`config.mk`:
```
export PLATFORM = sky130hd
export DESIGN_NAME = clk_div_gen_flat
export DESIGN_NICKNAME = d
export VERILOG_FILES = /design/src/rtl/clk_div_gen_if.sv /design/src/rtl/clk_div_gen.sv /design/src/flat_wrapper.sv
export SDC_FILE = /design/constraint.sdc
export NUM_CORES = 1
export LEC_CHECK = 0
export ABC_AREA = 0
export BUFFER_PORTS_ARGS = -buffer_cell sky130_fd_sc_hd__buf_4
export CAP_MARGIN = 5
export CELL_PAD_IN_SITES_DETAIL_PLACEMENT = 1
export CELL_PAD_IN_SITES_GLOBAL_PLACEMENT = 1
export CORE_MARGIN = 4
export CORE_UTILIZATION = 25
export CTS_CLUSTER_DIAMETER = 40
export DETAILED_ROUTE_END_ITERATION = 10
export PLACE_DENSITY = 0.45
export SLEW_MARGIN = 20
export SYNTH_ARGS = -nofsm -noshare
export SYNTH_HDL_FRONTEND = slang
export SYNTH_SLANG_ARGS = --single-unit
```
`constraint.sdc`:
```
create_clock -name clk_i -period 6 [get_ports clk_i]
set_input_delay 1.2 -clock clk_i [delete_from_list [all_inputs] [get_ports clk_i]]
set_output_delay 1.2 -clock clk_i [all_outputs]
set_load 0.005 [all_outputs]
```
`src/rtl/clk_div_gen_if.sv`:
```
// rtl/clk_div_gen_if.sv - control, configuration and output bundle for clk_div_gen
//
// Purpose: groups the per-channel run/sync controls, the configuration write
// port and the divided-clock outputs so they travel as one port.
// Ports (all logic):
//   enable_i     [NUM_CH]  per-channel run request
//   sync_i                 one-cycle phase-align strobe
//   cfg_we_i               configuration write strobe
//   cfg_ch_i     [4]       channel addressed by the write
//   cfg_period_i [DIV_W]   new period in cycles
//   cfg_high_i   [DIV_W]   new high time in cycles
//   clk_out_o    [NUM_CH]  divided clock per channel
//   tick_o       [NUM_CH]  pulse in the first high cycle of each period
//   cfg_pend_o   [NUM_CH]  shadow written but not yet active
//   run_o        [NUM_CH]  channel in RUN or STOP
// master: the side that drives controls; slave: the generator.
interface clk_div_gen_if #(
  parameter int NUM_CH = 4,
  parameter int DIV_W  = 16
) ();
  logic [NUM_CH-1:0] enable_i;
  logic              sync_i;
  logic              cfg_we_i;
  logic [3:0]        cfg_ch_i;
  logic [DIV_W-1:0]  cfg_period_i;
  logic [DIV_W-1:0]  cfg_high_i;
  logic [NUM_CH-1:0] clk_out_o;
  logic [NUM_CH-1:0] tick_o;
  logic [NUM_CH-1:0] cfg_pend_o;
  logic [NUM_CH-1:0] run_o;

  modport master (
    output enable_i, sync_i, cfg_we_i, cfg_ch_i, cfg_period_i, cfg_high_i,
    input  clk_out_o, tick_o, cfg_pend_o, run_o
  );

  modport slave (
    input  enable_i, sync_i, cfg_we_i, cfg_ch_i, cfg_period_i, cfg_high_i,
    output clk_out_o, tick_o, cfg_pend_o, run_o
  );
endinterface

```
`src/rtl/clk_div_gen.sv`:
```
// rtl/clk_div_gen.sv - multi-channel programmable clock-pattern generator
//
// Purpose: each channel produces a registered square wave of period P and
// high time H, with glitch-free start/stop, shadowed configuration that
// becomes active only at a period start, and a common phase-align strobe.
// Ports:
//   clk_i  system clock, rising edge
//   rst_i  synchronous active-high reset
//   bus    clk_div_gen_if.slave (controls, config write, outputs)
module clk_div_gen #(
  parameter int NUM_CH     = 4,
  parameter int DIV_W      = 16,
  parameter int DEF_PERIOD = 4,
  parameter int DEF_HIGH   = 2
) (
  input  logic            clk_i,
  input  logic            rst_i,
  clk_div_gen_if.slave    bus
);

  typedef enum logic [1:0] {IDLE, RUN, STOP} state_t;

  localparam logic [DIV_W-1:0] ONE   = DIV_W'(1);
  localparam logic [DIV_W-1:0] MIN_P = DIV_W'(2);

  state_t            state_q [NUM_CH];
  state_t            state_d [NUM_CH];
  logic [DIV_W-1:0]  cnt_q   [NUM_CH];
  logic [DIV_W-1:0]  cnt_d   [NUM_CH];
  logic [DIV_W-1:0]  act_p_q [NUM_CH];
  logic [DIV_W-1:0]  act_p_d [NUM_CH];
  logic [DIV_W-1:0]  act_h_q [NUM_CH];
  logic [DIV_W-1:0]  act_h_d [NUM_CH];
  logic [DIV_W-1:0]  shd_p_q [NUM_CH];
  logic [DIV_W-1:0]  shd_p_d [NUM_CH];
  logic [DIV_W-1:0]  shd_h_q [NUM_CH];
  logic [DIV_W-1:0]  shd_h_d [NUM_CH];
  logic [NUM_CH-1:0] pend_q, pend_d;
  logic [NUM_CH-1:0] clk_q, clk_d;
  logic [NUM_CH-1:0] tick_q, tick_d;
  logic [NUM_CH-1:0] run_w;

  function automatic logic [DIV_W-1:0] clamp_p(input logic [DIV_W-1:0] p);
    return (p < MIN_P) ? MIN_P : p;
  endfunction

  // p_c is the already-clamped period, so the result is always 1..p_c-1.
  function automatic logic [DIV_W-1:0] clamp_h(input logic [DIV_W-1:0] p_c,
                                              input logic [DIV_W-1:0] h);
    if (h == '0)  return ONE;
    if (h >= p_c) return p_c - ONE;
    return h;
  endfunction

  always_comb begin
    for (int c = 0; c < NUM_CH; c++) begin
      logic load;
      logic wrap;
      state_d[c] = state_q[c];
      cnt_d[c]   = cnt_q[c];
      act_p_d[c] = act_p_q[c];
      act_h_d[c] = act_h_q[c];
      shd_p_d[c] = shd_p_q[c];
      shd_h_d[c] = shd_h_q[c];
      pend_d[c]  = pend_q[c];
      run_w[c]   = (state_q[c] != IDLE);
      load       = 1'b0;
      wrap       = (cnt_q[c] == act_p_q[c] - ONE);

      case (state_q[c])
        IDLE: begin
          if (bus.enable_i[c]) begin
            state_d[c] = RUN;
            cnt_d[c]   = '0;
            load       = 1'b1;
          end
        end
        RUN, STOP: begin
          if (wrap) begin
            cnt_d[c] = '0;
            // A channel not requested at the period end retires here, so the
            // final low phase is always complete and no extra period starts.
            if (bus.enable_i[c]) begin
              state_d[c] = RUN;
              load       = 1'b1;
            end else begin
              state_d[c] = IDLE;
            end
          end else begin
            cnt_d[c]   = cnt_q[c] + ONE;
            state_d[c] = bus.enable_i[c] ? RUN : STOP;
          end
        end
        default: begin
          state_d[c] = IDLE;
          cnt_d[c]   = '0;
        end
      endcase

      // Sync overrides whatever the period logic decided, including a wrap,
      // so a coinciding wrap still yields exactly one active-set load.
      if (bus.sync_i) begin
        if (bus.enable_i[c]) begin
          state_d[c] = RUN;
          cnt_d[c]   = '0;
          load       = 1'b1;
        end else if (state_q[c] != IDLE) begin
          state_d[c] = IDLE;
          cnt_d[c]   = '0;
          load       = 1'b0;
        end
      end

      if (load) begin
        act_p_d[c] = clamp_p(shd_p_q[c]);
        act_h_d[c] = clamp_h(clamp_p(shd_p_q[c]), shd_h_q[c]);
        pend_d[c]  = 1'b0;
      end

      // Applied after the load so a same-cycle write stays pending.
      if (bus.cfg_we_i && (bus.cfg_ch_i == 4'(c))) begin
        shd_p_d[c] = bus.cfg_period_i;
        shd_h_d[c] = bus.cfg_high_i;
        pend_d[c]  = 1'b1;
      end

      // Outputs decode the next count so they come straight from flops.
      clk_d[c]  = (state_d[c] != IDLE) && (cnt_d[c] < act_h_d[c]);
      tick_d[c] = (state_d[c] != IDLE) && (cnt_d[c] == '0);
    end
  end

  always_ff @(posedge clk_i) begin
    if (rst_i) begin
      for (int c = 0; c < NUM_CH; c++) begin
        state_q[c] <= IDLE;
        cnt_q[c]   <= '0;
        act_p_q[c] <= DIV_W'(DEF_PERIOD);
        act_h_q[c] <= DIV_W'(DEF_HIGH);
        shd_p_q[c] <= DIV_W'(DEF_PERIOD);
        shd_h_q[c] <= DIV_W'(DEF_HIGH);
      end
      pend_q <= '0;
      clk_q  <= '0;
      tick_q <= '0;
    end else begin
      for (int c = 0; c < NUM_CH; c++) begin
        state_q[c] <= state_d[c];
        cnt_q[c]   <= cnt_d[c];
        act_p_q[c] <= act_p_d[c];
        act_h_q[c] <= act_h_d[c];
        shd_p_q[c] <= shd_p_d[c];
        shd_h_q[c] <= shd_h_d[c];
      end
      pend_q <= pend_d;
      clk_q  <= clk_d;
      tick_q <= tick_d;
    end
  end

  assign bus.clk_out_o  = clk_q;
  assign bus.tick_o     = tick_q;
  assign bus.cfg_pend_o = pend_q;
  assign bus.run_o      = run_w;

endmodule
```
`src/flat_wrapper.sv`:
```
// flat-port wrapper written by rule: the top's interface ports become plain ports
module clk_div_gen_flat 
#(
  parameter int NUM_CH     = 4,
  parameter int DIV_W      = 16,
  parameter int DEF_PERIOD = 4,
  parameter int DEF_HIGH   = 2
)
  (clk_i, rst_i, bus_enable_i, bus_sync_i, bus_cfg_we_i, bus_cfg_ch_i, bus_cfg_period_i, bus_cfg_high_i, bus_clk_out_o, bus_tick_o, bus_cfg_pend_o, bus_run_o);
  clk_div_gen_if #(.NUM_CH(NUM_CH), .DIV_W(DIV_W)) bus_i ();
  input  logic clk_i;
  input  logic rst_i;
  input wire logic [$bits(bus_i.enable_i)-1:0] bus_enable_i;
  input wire logic [$bits(bus_i.sync_i)-1:0] bus_sync_i;
  input wire logic [$bits(bus_i.cfg_we_i)-1:0] bus_cfg_we_i;
  input wire logic [$bits(bus_i.cfg_ch_i)-1:0] bus_cfg_ch_i;
  input wire logic [$bits(bus_i.cfg_period_i)-1:0] bus_cfg_period_i;
  input wire logic [$bits(bus_i.cfg_high_i)-1:0] bus_cfg_high_i;
  output wire logic [$bits(bus_i.clk_out_o)-1:0] bus_clk_out_o;
  output wire logic [$bits(bus_i.tick_o)-1:0] bus_tick_o;
  output wire logic [$bits(bus_i.cfg_pend_o)-1:0] bus_cfg_pend_o;
  output wire logic [$bits(bus_i.run_o)-1:0] bus_run_o;
  assign bus_i.enable_i = bus_enable_i;
  assign bus_i.sync_i = bus_sync_i;
  assign bus_i.cfg_we_i = bus_cfg_we_i;
  assign bus_i.cfg_ch_i = bus_cfg_ch_i;
  assign bus_i.cfg_period_i = bus_cfg_period_i;
  assign bus_i.cfg_high_i = bus_cfg_high_i;
  assign bus_clk_out_o = bus_i.clk_out_o;
  assign bus_tick_o = bus_i.tick_o;
  assign bus_cfg_pend_o = bus_i.cfg_pend_o;
  assign bus_run_o = bus_i.run_o;
  clk_div_gen #(.NUM_CH(NUM_CH), .DIV_W(DIV_W), .DEF_PERIOD(DEF_PERIOD), .DEF_HIGH(DEF_HIGH)) u_core (.clk_i(clk_i), .rst_i(rst_i), .bus(bus_i));
endmodule
```
==> report_table.html <==
<table>
<tr><th>Metric</th><th>Value</th></tr>
<tr><th colspan="2">Power and ir drop</th></tr>
<tr><td>Cell internal pwr</td><td>roughly 6000 uW</td></tr>
<tr><td>Static leakage</td><td>about 0.01 uW</td></tr>
<tr><td>Final Power</td><td>8130 uW</td></tr>
<tr><td>Total net switching power</td><td>~2100 uW</td></tr>
<tr><td>Total power divided by cell area</td><td>around 320 nW/um2</td></tr>
<tr><td>Share of total power consumed by net switching</td><td>0.260</td></tr>
<tr><td>Proportion of power drawn by combinational gates</td><td>0.102</td></tr>
<tr><td>Worst vdd ir</td><td>roughly 200 uV</td></tr>
<tr><td>Clock power frac</td><td>0.607</td></tr>
<tr><td>Proportion of power drawn by flip-flops and latches</td><td>0.291</td></tr>
<tr><th colspan="2">Route</th></tr>
<tr><td>Iteration count of the initial detailed-routing pass</td><td>7</td></tr>
<tr><td>Vias/cell</td><td>~5.1</td></tr>
<tr><td>Sum of routed wire length over all layers</td><td>about 80000 um</td></tr>
<tr><td>First DRT Iteration DRCs</td><td>915</td></tr>
<tr><td>Antenna-violating nets left</td><td>0</td></tr>
<tr><td>Routed length per instance</td><td>around 21 um</td></tr>
<tr><td>DRC viols</td><td>0</td></tr>
<tr><td>Vias after detailed routing</td><td>20105</td></tr>
<tr><th colspan="2">Critical path</th></tr>
<tr><td>Launching instance or port of the critical path</td><td>u_core.act_p_q[0][32]$_SDFFE_PP0N_</td></tr>
<tr><td>Source of the worst register-to-register timing path</td><td>u_core.act_p_q[0][32]$_SDFFE_PP0N_</td></tr>
<tr><td>Cell-by-cell listing of the critical path</td><td>inv_1, ha_1, or4b_1, o41ai_1, o31ai_1, a2111o_1, a2111o_2, o221a_2, buf_4, a22oi_1, ha_1, a21o_1, a21oi_1, nor2b_1, o21ai_0, nand2b_1, a21oi_1, nor2b_1, o21ai_0, o211ai_1, nor2_1</td></tr>
<tr><td>Library cell contributing the largest single delay on the critical path</td><td>sky130_fd_sc_hd__or4b_1</td></tr>
<tr><td>Critical path arrival</td><td>6140 ps</td></tr>
<tr><td>Longest individual stage delay on the worst path</td><td>630 ps</td></tr>
<tr><td>Max Fanout on Critical Path</td><td>37</td></tr>
<tr><td>Worst path required time</td><td>6540 ps</td></tr>
<tr><td>Setup crit start kind</td><td>flop</td></tr>
<tr><td>Endpoint class of the critical path</td><td>flop</td></tr>
<tr><td>Critical Setup Path Class</td><td>reg2reg</td></tr>
<tr><td>Total buffers and inverters traversed by the critical path</td><td>2</td></tr>
<tr><td>Critical path's top delay family</td><td>compound AO/OA/AOI/OAI gates</td></tr>
<tr><th colspan="2">Global routing</th></tr>
<tr><td>Vias in the first global route</td><td>about 21000</td></tr>
<tr><td>Overall routing resource usage</td><td>0.183</td></tr>
<tr><td>Wire length of the first global-routing pass</td><td>between 100000 and 150000 um</td></tr>
<tr><td>Largest net degree at the start of global routing</td><td>around 180</td></tr>
<tr><td>Leftover overflow at the end of global routing</td><td>0</td></tr>
<tr><td>Number of antenna violations at the first check in global routing</td><td>3</td></tr>
<tr><th colspan="2">Synth</th></tr>
<tr><td>Share of synthesized area occupied by flip-flops and latches</td><td>0.325</td></tr>
<tr><td>Post-synth cell types</td><td>between 80 and 90</td></tr>
<tr><td>Synth Net Count</td><td>slightly below 3000</td></tr>
<tr><td>Syn Std Cell Area</td><td>roughly 21000 um2</td></tr>
<tr><td>Share of the synthesized area in the top cell type</td><td>0.325</td></tr>
<tr><td>Share of synthesized registers carrying an async set or reset</td><td>0</td></tr>
<tr><td>Biggest area contributors in the synthesized netlist</td><td>sky130_fd_sc_hd__dfxtp_1 33%, sky130_fd_sc_hd__ha_1 8.6%, sky130_fd_sc_hd__a21oi_1 7.5%</td></tr>
<tr><td>Instance count of the mapped netlist</td><td>about 2800</td></tr>
<tr><td>Mean post-synth cell area</td><td>roughly 7.6 um2</td></tr>
<tr><td>Most used flip-flop cell after synthesis</td><td>sky130_fd_sc_hd__dfxtp_1</td></tr>
<tr><td>Number of flops mapped to enable cells by yosys</td><td>0</td></tr>
<tr><td>Count of state elements after synthesis</td><td>340</td></tr>
<tr><td>Cell type with the highest aggregate area in the netlist</td><td>sky130_fd_sc_hd__dfxtp_1</td></tr>
<tr><td>Total number of yosys warnings</td><td>0</td></tr>
<tr><th colspan="2">Timing</th></tr>
<tr><td>Period Utilization, post-route</td><td>0.932</td></tr>
<tr><td>Count of final hold-check violations</td><td>0</td></tr>
<tr><td>Final slew viol count</td><td>0</td></tr>
<tr><td>RSZ-0062 raised after global routing</td><td>no</td></tr>
<tr><td>Time the worst path needs with I/O delays and setup</td><td>approximately 5600 ps</td></tr>
<tr><td>Worst-case clock skew</td><td>20.7 ps</td></tr>
<tr><td>TNS Setup</td><td>0 ps</td></tr>
<tr><td>Slew headroom</td><td>0.371</td></tr>
<tr><td>Slew @ Worst Pin</td><td>~940 ps</td></tr>
<tr><td>Total setup violations reported at the end of the flow</td><td>0</td></tr>
<tr><td>Upper clock frequency limit</td><td>between 0.15 and 0.2 GHz</td></tr>
<tr><th colspan="2">Place</th></tr>
<tr><td>Dpl cells</td><td>around 3800</td></tr>
<tr><td>Final weighted congestion of routability-driven global placement</td><td>0.856</td></tr>
<tr><td>Count of buffers inserted at the top-level ports</td><td>59</td></tr>
<tr><td>Half-perimeter wire length of the detailed placement result</td><td>roughly 62000 um</td></tr>
<tr><th colspan="2">Final layout</th></tr>
<tr><td>Most frequent standard cell in the layout excluding fill and tap cells</td><td>sky130_fd_sc_hd__nand2_1</td></tr>
<tr><td>Fillers</td><td>around 9800</td></tr>
<tr><td>Layout cell share with drive strength beyond 1</td><td>0.108</td></tr>
<tr><td>Area delta synth-&gt;final</td><td>22.0%</td></tr>
<tr><td>Most frequent cells in the layout</td><td>350 x sky130_fd_sc_hd__nand2_1, 340 x sky130_fd_sc_hd__dfxtp_1, 335 x sky130_fd_sc_hd__nor2_1</td></tr>
<tr><td>Non-filler cells, final</td><td>3936</td></tr>
<tr><td># nets final</td><td>2980</td></tr>
<tr><th colspan="2">Clock network</th></tr>
<tr><td>Insertion delay of the later-clocked pin in the worst-skew pair</td><td>630 ps</td></tr>
<tr><td>Clk sinks</td><td>340</td></tr>
<tr><td>Cell chosen for the clock root</td><td>sky130_fd_sc_hd__clkbuf_16</td></tr>
<tr><td>Total number of H-tree levels</td><td>3</td></tr>
<tr><td>Bufs on Longest Clock Path</td><td>3</td></tr>
<tr><td>Buffer count from post-CTS setup fixing</td><td>0</td></tr>
<tr><td>Clock tree from TritonCTS</td><td>yes</td></tr>
<tr><td>Clock transition at the register clock pins on the worst setup and hold paths after CTS</td><td>approximately 50 ps</td></tr>
<tr><td>CTS buffer count</td><td>85</td></tr>
<tr><th colspan="2">Floorplan</th></tr>
<tr><td>DIE AREA</td><td>approximately 88000 um2</td></tr>
<tr><td>I/O pins</td><td>60</td></tr>
<tr><td>Number of rows created at floorplan</td><td>between 100 and 150</td></tr>
<tr><td>Height of the die</td><td>around 300 um</td></tr>
<tr><td>Area of the core</td><td>82500 um2</td></tr>
<tr><td>Initial Util</td><td>0.254</td></tr>
<tr><td>Die Wd</td><td>297 um</td></tr>
<tr><th colspan="2">Outcome</th></tr>
<tr><td>Run status</td><td>finished, final reports clean</td></tr>
<tr><th colspan="2">Min path</th></tr>
<tr><td>Hold_sp</td><td>u_core.act_h_q[0][33]$_SDFF_PP1_</td></tr>
<tr><td>Hold WC Path Type</td><td>reg2reg</td></tr>
<tr><th colspan="2">Flow run</th></tr>
<tr><td>Max-capacitance violation count</td><td>0</td></tr>
</table>
-- flip-flops by register name, indices dropped and copies added (netlist names) --
name / flops
u_core.shd_h_q: 64
u_core.cnt_q: 64
u_core.state_q: 8
u_core.shd_p_q: 64
u_core.bus.clk_out_o: 4
u_core.bus.cfg_pend_o: 4
u_core.act_h_q: 64
u_core.act_p_q: 64
u_core.bus.tick_o: 4
-- through the flow --
| stage | hold WS (ps) | util | instance area [um2] | worst slack [ps] |
|---|---|---|---|---|
| 6_report | 474 | 0.309 | 25500 | 408 |
| 5_1_grt | 496 | 0.309 | 25500 | 11.5 |
| 4_1_cts | 484 | 0.309 | 25500 | 298 |
| 3_5_place_dp | 475 | 0.272 | 22400 | 330 |
| 3_3_place_gp | 462 | 0.272 | 22400 | 552 |
| 2_1_floorplan | 443 | - | 20900 | 858 |
-- cells by family after synthesis --
family	share of synthesized area
AOI/OAI and AO/OA	0.188
xor gates and xnor gates	0.0565
adders and majority gates	0.0861
buffers and inverters	0.0520
DFF	0.325
muxes	0.0209
and+or+nand+nor	0.271
-- cells in the mapped netlist (all sizes together), types with 7 or more instances --
cell type and number:
o21a 7, a211oi 20, and4 7, and3 26, a22oi 26, a21oi 315
nor2b 50, xor2 36, o22ai 7, or4 18, o2111ai 9, or2 14
a32oi 7, nand3b 13, nand3 62, a2111oi 18, a31oi 14, mux2 14
inv 116, o31ai 13, nor2 338, ha 144, dfxtp 340, clkbuf 147
xnor2 99, a21o 47, and2 10, a211o 8, nor4 64, buf 15
mux2i 28, o211ai 10, a41oi 8, nand2 350, nand4 50, or3 20
nand2b 35, o21ai 93, nor3 93, nor3b 19
-- area by class of cell --
class	count	area [um2]	share of cell area
Clock inverter	51	697	0.0273
Multi-Input combinational cell	2148	13100	0.513
Clock buffer	109	2380	0.0933
Sequential cell	340	6810	0.267
Inverter	117	439	0.0172
Tap cell	1070	1340	0.0524
Antenna cell	1	2.50	0.0000980
Timing Repair Buffer	100	771	0.0302
-- worst paths after layout --
check,cells past startpoint,slack [ps],to
min,2,470,u_core.act_h_q[0][33]$_SDFF_PP1_
max reg2reg,21,410,u_core.bus.clk_out_o[2]$_SDFF_PP0_
min reg2reg,2,470,u_core.act_h_q[0][33]$_SDFF_PP1_
max,21,410,u_core.bus.clk_out_o[2]$_SDFF_PP0_
-- routing by layer --
metal	GRT usage	share of wire	vias up
li1	-	-	9831
met5	0	0	-
met2	0.308	0.47	238
met4	0.0504	0.023	0
met3	0.0274	0.029	125
met1	0.243	0.48	9911
-- timing repair --
item	CTS	global route
hold buffers	0	0
gates resized for setup	0	3
endpoints found under the setup margin	0	1
-- power groups by stage --
stage	Clock (uW)	Sequential, uW	Combinational, uW
CTS	5050	2370	842
finish	4930	2370	829
detailed placement	0	2410	836
global route	5160	2370	927
global placement	0	2410	824
floorplan	0	2390	542
-- worst reg2reg max path, stage by stage (launching register included) --
cell                       delay, ps
sky130_fd_sc_hd__dfxtp_1         350
sky130_fd_sc_hd__inv_1            80
sky130_fd_sc_hd__ha_1            250
sky130_fd_sc_hd__or4b_1          630
sky130_fd_sc_hd__o41ai_1         400
sky130_fd_sc_hd__o31ai_1         130
sky130_fd_sc_hd__a2111o_1        410
sky130_fd_sc_hd__a2111o_2        610
sky130_fd_sc_hd__o221a_2         470
sky130_fd_sc_hd__buf_4           300
sky130_fd_sc_hd__a22oi_1         330
sky130_fd_sc_hd__ha_1            300
sky130_fd_sc_hd__a21o_1          160
sky130_fd_sc_hd__a21oi_1         140
sky130_fd_sc_hd__nor2b_1          60
sky130_fd_sc_hd__o21ai_0         150
sky130_fd_sc_hd__nand2b_1         70
sky130_fd_sc_hd__a21oi_1         140
sky130_fd_sc_hd__nor2b_1          50
sky130_fd_sc_hd__o21ai_0         190
sky130_fd_sc_hd__o211ai_1        120
sky130_fd_sc_hd__nor2_1          140
No activity file was read; power rests on OpenSTA's default activity.
